### config.mk
export PLATFORM = sky130hd
export DESIGN_NAME = thermo_stim_capture
export DESIGN_NICKNAME = d
export VERILOG_FILES = /design/src/rtl/thermo_stim_capture.sv
export SDC_FILE = /design/constraint.sdc
export NUM_CORES = 1
export LEC_CHECK = 0
export CAP_MARGIN = 5
export CELL_PAD_IN_SITES_DETAIL_PLACEMENT = 1
export CELL_PAD_IN_SITES_GLOBAL_PLACEMENT = 1
export CORE_ASPECT_RATIO = 1.75
export CORE_UTILIZATION = 40
export DETAILED_ROUTE_END_ITERATION = 10
export DONT_BUFFER_PORTS = 1
export GPL_TIMING_DRIVEN = 0
export PLACE_DENSITY_LB_ADDON = 0.15
export SETUP_SLACK_MARGIN = 0.4
export SLEW_MARGIN = 20
export SYNTH_ARGS = -nofsm -noshare
export SYNTH_HDL_FRONTEND = slang
export SYNTH_SLANG_ARGS = --single-unit
### constraint.sdc
create_clock -name clk -period 2.5 [get_ports clk]
set_input_delay 0.375 -clock clk [delete_from_list [all_inputs] [get_ports clk]]
set_output_delay 0.375 -clock clk [all_outputs]
set_load 0.01 [all_outputs]
### src/rtl/thermo_stim_capture.sv
// Thermometer-sequence stimulus driver and per-step response capture for 4-input circuits.
// Optional self-check against an expected response word: define THERMO_STIM_CHECK_EN.
module thermo_stim_capture #(
  parameter int unsigned DWELL = 20,
  parameter int unsigned CNT_W = 8
) (
  input  logic       clk,
  input  logic       rst_n,
  input  logic       start,
  output logic       drv_i,
  output logic       drv_m,
  output logic       drv_r,
  output logic       drv_l,
  input  logic       e_in,
  output logic       busy,
  output logic       done,
  output logic [4:0] resp,
  output logic [2:0] step
`ifdef THERMO_STIM_CHECK_EN
  ,
  input  logic [4:0] expect_resp,
  output logic       mismatch
`endif
);

  typedef enum logic [1:0] {StIdle, StRun, StDone} state_e;

  localparam logic [CNT_W-1:0] CntLast = CNT_W'(DWELL - 1);
  localparam logic [2:0]       StepLast = 3'd4;

  state_e           state_q;
  logic [CNT_W-1:0] cnt_q;
  logic [2:0]       step_q;
  logic [4:0]       resp_q;
  logic [3:0]       drv_q;
  logic             busy_q;
  logic             done_q;
  logic [4:0]       resp_upd;

  // Lower s bits set; s saturates at 4.
  function automatic logic [3:0] thermo(input logic [2:0] s);
    case (s)
      3'd0:    thermo = 4'b0000;
      3'd1:    thermo = 4'b0001;
      3'd2:    thermo = 4'b0011;
      3'd3:    thermo = 4'b0111;
      default: thermo = 4'b1111;
    endcase
  endfunction

  // resp is cleared on start, so OR-ing in the current step's sample is enough.
  always_comb begin
    resp_upd = resp_q | (5'(e_in) << step_q);
  end

`ifdef THERMO_STIM_CHECK_EN
  logic [4:0] expect_q;
  logic       mismatch_q;
`endif

  always_ff @(posedge clk or negedge rst_n) begin
    if (!rst_n) begin
      state_q    <= StIdle;
      cnt_q      <= '0;
      step_q     <= '0;
      resp_q     <= '0;
      drv_q      <= '0;
      busy_q     <= 1'b0;
      done_q     <= 1'b0;
`ifdef THERMO_STIM_CHECK_EN
      expect_q   <= '0;
      mismatch_q <= 1'b0;
`endif
    end else begin
      unique case (state_q)
        StIdle, StDone: begin
          if (start) begin
            state_q    <= StRun;
            cnt_q      <= '0;
            step_q     <= '0;
            resp_q     <= '0;
            drv_q      <= thermo(3'd0);
            busy_q     <= 1'b1;
            done_q     <= 1'b0;
`ifdef THERMO_STIM_CHECK_EN
            expect_q   <= expect_resp;
            mismatch_q <= 1'b0;
`endif
          end
        end
        StRun: begin
          if (cnt_q == CntLast) begin
            cnt_q  <= '0;
            resp_q <= resp_upd;
            if (step_q == StepLast) begin
              state_q    <= StDone;
              step_q     <= '0;
              drv_q      <= '0;
              busy_q     <= 1'b0;
              done_q     <= 1'b1;
`ifdef THERMO_STIM_CHECK_EN
              mismatch_q <= (resp_upd != expect_q);
`endif
            end else begin
              step_q <= step_q + 3'd1;
              drv_q  <= thermo(step_q + 3'd1);
            end
          end else begin
            cnt_q <= cnt_q + 1'b1;
          end
        end
        default: state_q <= StIdle;
      endcase
    end
  end

  assign drv_i = drv_q[3];
  assign drv_m = drv_q[2];
  assign drv_r = drv_q[1];
  assign drv_l = drv_q[0];
  assign busy  = busy_q;
  assign done  = done_q;
  assign resp  = resp_q;
  assign step  = step_q;
`ifdef THERMO_STIM_CHECK_EN
  assign mismatch = mismatch_q;
`endif

endmodule

Word level (Yosys, flattened, before mapping)
Index checks and enable logic that the tools add are counted.

cells by class
  bitwise operators = 1
  reduce and logical (&&, ||, !) cells = 8
  multiplexer cells = 27
  shift-type cells = 1
  eq/ne operators = 10
  add/subtract/negate cells = 2

operator list
  cell                                            count
  two-way mux 8 bit                               2
  one-hot mux 4 bit (4 select lines)              1
  one-hot mux 8 bit (2 select lines)              1
  two-way mux 4 bit                               3
  two-way mux 5 bit                               2
  one-hot mux 5 bit (2 select lines)              1
  two-way mux 3 bit                               3
  adder 8 x 1 -> 8 bit (second input constant)    1
  == test 8 x 5 -> 1 bit (second input constant)  1
  one-hot mux 4 bit (2 select lines)              1
  == test 3 x 2 -> 1 bit (second input constant)  2
  two-way mux 1 bit                               6
  two-way mux 2 bit                               3
  inequality test 2 bit (second input constant)   3
  one-hot mux 3 bit (2 select lines)              1
  AND reduction 3 bit                             2
  bitwise OR 5 bit                                1
  << shifter 1 x 3 -> 5 bit                       1
  one-hot mux 1 bit (2 select lines)              2
  one-hot mux 2 bit (2 select lines)              1
  AND reduction 4 bit                             1
  adder 3 x 1 -> 3 bit (second input constant)    1
  == test 3 x 1 -> 1 bit (second input constant)  1
  == test 3 bit (second input constant)           1
  other kinds (7)                                 7

word-level totals
  output and inout port bits = 14
  register bits = 24
  logic and storage cells = 56

Logic depth before layout (Yosys ltp)
  depth after elaboration = 6
  mapped depth = 6
  mapped depth without buffers = 6

Worst setup path after synthesis
No wires, ideal clock.

  kind = register to register
  start point = register step_q[0], in the netlist step[0]
  end point = register step_q[2], in the netlist step[2]
  stages on the path, launching flop included = 7
  buffers on the path = 0
  setup time = 0.064 ns
  data required time = 2.436 ns
  path slack = 0.939 ns
  arrival time = 1.496 ns
  path through = dfrtp_1 inv_1 ha_1 nand2_1 nand4_2 nor3b_2 a21o_1

on the way
  word-level cells in the longest chain between the ends = 4
  elaborated cells between the ends (all ways) = 5
  classes of those cells = add/sub (1); eq/ne (1); mux (3)

ends and longest elaborated chain
  element                                                line     RTL
  from (decl)                                            33       logic [2:0] step_q;
  from (signal assigned)                                 105      step_q <= step_q + 3'd1;
  adder 3 x 1 -> 3 bit or == test 3 bit (tied branches)  105, 95
  two-way mux 3 bit (*)                                  95       if (step_q == StepLast) begin
  two-way mux 3 bit (*)                                  92       if (cnt_q == CntLast) begin
  one-hot mux 3 bit (2 select lines) (*)                 75       unique case (state_q)

Mark *: on every way between the ends. The rest lies on a longest branch, timed or not. The select of a mux whose other input is x is not followed.
A chain may end at the register's enable or synchronous reset.

Worst setup path after layout
Ends and elaborated chain as after synthesis.

==> impl_summary.log <==
INFO  metric flow.area_growth_from_synthesis = 9.78%
INFO  metric rsz0062_at_grt = no
INFO  metric async_reset_ff_frac = 1.00
INFO  metric gp_routability_congestion = 0.719
INFO  metric setup_viol_count_final = 0
INFO  metric r2r-start = step[0]$_DFFE_PN0P_
INFO  metric critPathLaunchType = flop
INFO  metric slew-limit-headroom = 0.615
INFO  metric most_common_cell_after_layout_fill_and_taps_aside = dfrtp_1
INFO  metric cts_inserted_buffers = 3
INFO  metric floorplan.die.width = 43.9 um
INFO  metric placement.setup.worst_slack = 632 ps
INFO  metric ctsLongestPathBuffers = 2
INFO  metric achievable-frequency = 536 MHz
INFO  metric grt_pass1_wl = 4.60 mm
INFO  metric period_share = 0.747
INFO  metric syn_avg_cell_area = 11.1 um^2
INFO  metric power.share.switching = 0.402
INFO  metric holdBufCountCts = 2
INFO  metric synth_cell_types = 37
INFO  metric min_path_cells = 1
INFO  metric fin_nets = 128
INFO  metric drt_first_pass_iters = 2
INFO  metric cp_data_required_time = 2710 ps
INFO  metric critPathSlowestCell = dfrtp_1
INFO  metric clkSlewWorstSetupHoldPaths = 80 ps
INFO  metric tritoncts = built
INFO  metric post_drt_via_cell_ratio = 6.06
INFO  metric maxSlewViolCount = 0
INFO  metric initialDrtViolationCount = 10
INFO  metric r2r.worst_path.cells = 6
INFO  metric critPathCaptureType = flop
INFO  metric pwr-share-clk = 0.176
INFO  metric critPathArrivalTime = 2080 ps
INFO  metric timing.critical_path.fanout_max = 10
INFO  metric cell_area_reported_after_detailed_placement = 1260 um^2
INFO  metric post_drt_wl_per_cell = 18.2 um
INFO  metric clk-insertion-delay-late = 270 ps
INFO  metric mostFrequentLayoutCells = dfrtp_1, nand2_1, nor2_1, o21ai_0, ha_1
INFO  metric clock-skew-final = 2.18 ps
INFO  metric clock_sinks = 24
INFO  metric critPathMaxStageDelay = 590 ps
INFO  metric startpoint = step[0]$_DFFE_PN0P_
INFO  metric leakage = 0.604 nW
INFO  metric timing_worst_slew_pin_value = 575 ps
INFO  metric io_buffers = 0
INFO  metric diodes = 0
INFO  metric groute.usage.overall = 0.188
INFO  metric power.combinational.fraction = 0.319
INFO  metric post-route-min-period = 1870 ps
INFO  metric synth_nets = 121
INFO  metric ctsResizeCount = 0
INFO  metric vdd_ir_drop_max = 496 uV
INFO  metric synth_sequential_area_ratio = 0.489
INFO  metric maxCapViolations = 0
INFO  metric final_hold_viol_count = 0
INFO  metric postRouteWirelength = 2.64 mm
INFO  metric setup_ws = 634 ps
INFO  metric die_y = 75.3 um
INFO  metric syn-instance-count = 111
INFO  metric floorplan.die_area = 3310 um^2
INFO  metric dp_hpwl = 1.95 mm
INFO  metric post-layout-total-power = 1.50 mW
INFO  metric layout-drive-gt1-share = 0.154
INFO  metric finalInstanceArea = 1350 um^2
INFO  metric worstHoldStart = start
INFO  metric grt_start_max_net_pins = 25
INFO  metric core.rowCount = 26
INFO  metric synth_area = 1230 um^2
INFO  metric first_global_vias = 943
INFO  metric power_switching = 0.603 mW
INFO  metric setup.worst_path.class = flop to flop
INFO  metric fp.coreArea = 2930 um^2
INFO  metric drtAntennaViolNets = 0
INFO  metric power_per_cell_area = 1110 nW/um^2
INFO  metric root_buffer = clkbuf_8
INFO  metric route.detailed.drc = 0
INFO  metric status = completed
INFO  metric synth-warning-count = 0
INFO  metric crit_path_cell_trace = inv_1, ha_1, nand2_1, nand4_2, nor3b_2, a21o_1
INFO  metric yosys_register_bits = 24
INFO  metric ios = 18
INFO  metric fin_tns_setup = 0 ps
INFO  metric antenna_found_initial = 0
INFO  metric via_count = 879
INFO  metric clock_tree.htree_level_count = 1
INFO  metric power.share.sequential = 0.506
INFO  metric start_util = 0.420
INFO  metric hold_class = input port to flop
INFO  metric synth_top_flop_cell = dfrtp_1
INFO  metric synth_edf_count = 0
INFO  metric global_route.overflow_total = 0
INFO  metric post_cts.repair.setup_buffers = 0
INFO  metric power_report.internal_total = 0.897 mW
[sequential cells by signal, indices dropped and copies added, names as in the netlist]
register / flops
drv_q: 4
cnt_q: 8
step: 3
resp: 5
state_q: 2
busy: 1
done: 1
[power by group through the flow]
stage / Sequential (mW) / Combinational [mW] / Clock [mW]
2_1_floorplan: 0.712 / 0.388 / 0
3_3_place_gp: 0.760 / 0.446 / 0
3_5_place_dp: 0.767 / 0.470 / 0
4_1_cts: 0.760 / 0.485 / 0.273
5_1_grt: 0.779 / 0.557 / 0.290
6_report: 0.759 / 0.478 / 0.263
[synthesized netlist by cell type (2+ instances only)]
cell      number  area [um^2]
nand2_1       11         41.3
ha_1           6         75.1
inv_1          3         11.3
dfrtp_1       24          601
nand2b_1       3         18.8
nor4_1         3         18.8
o21ai_0        8         40.0
nand3_1        2         10.0
nor3b_2        2         25.0
xnor2_1        2         17.5
xor2_1         3         26.3
nor2b_1        3         18.8
o21a_1         3         22.5
clkbuf_1       2         7.51
nor3_1         2         10.0
a32o_2         4         45.0
nor2_1         8         30.0
a21o_1         3         22.5
[critical path: cells and delay by family, from the launching register on]
kind | cells | cell delay, ps
DFF | 1 | 590
AOI/OAI and AO/OA | 1 | 100
adders and majority gates | 1 | 280
and+or+nand+nor | 3 | 670
buffers and inverters | 1 | 170
[metrics by stage]
stage	std cells	util	hold WS (ps)
floorplan	111	-	79.4
global placement	139	0.432	80.0
detailed placement	139	0.432	80.0
CTS	145	0.461	188
global route	145	0.461	173
finish	145	0.461	192
[routing by layer]
layer  track usage  vias up  wire, um
met4         0.111        0        53
met2         0.340       14      1480
met3        0.0261        5        61
met1         0.206      443      1040
li1              -      417         -
met5             0        -         0
[final cells by class]
cell class / instances / area [um^2]
sequential: 24 / 601
timing repair buffer: 2 / 30.0
buffer: 2 / 7.51
inverter: 3 / 11.3
clock buffer: 4 / 55.1
fill: 325 / 1580
multi-input combinational: 82 / 609
tap: 28 / 35.0
[kinds of logic after synthesis]
| group | Yosys count | synth area share |
|---|---|---|
| and+or+nand+nor | 40 | 0.210 |
| DFF | 24 | 0.489 |
| adders and majority gates | 6 | 0.0611 |
| buffers and inverters | 5 | 0.0153 |
| muxes | 1 | 0.00916 |
| AOI/OAI and AO/OA | 30 | 0.180 |
| xor gates and xnor gates | 5 | 0.0356 |
[path summary, 6_finish.rpt]
path	end	slack, ps
setup / recovery	step[2]$_DFFE_PN0P_	630
hold / removal	state_q[1]$_DFFE_PN0P_	190
setup reg to reg	step[2]$_DFFE_PN0P_	630
hold reg to reg	cnt_q[1]$_DFFE_PN0P_	550
max in group asynchronous	busy$_DFFE_PN0P_	1820
min in group asynchronous	cnt_q[7]$_DFFE_PN0P_	540
(Power assumes the default switching activity.)
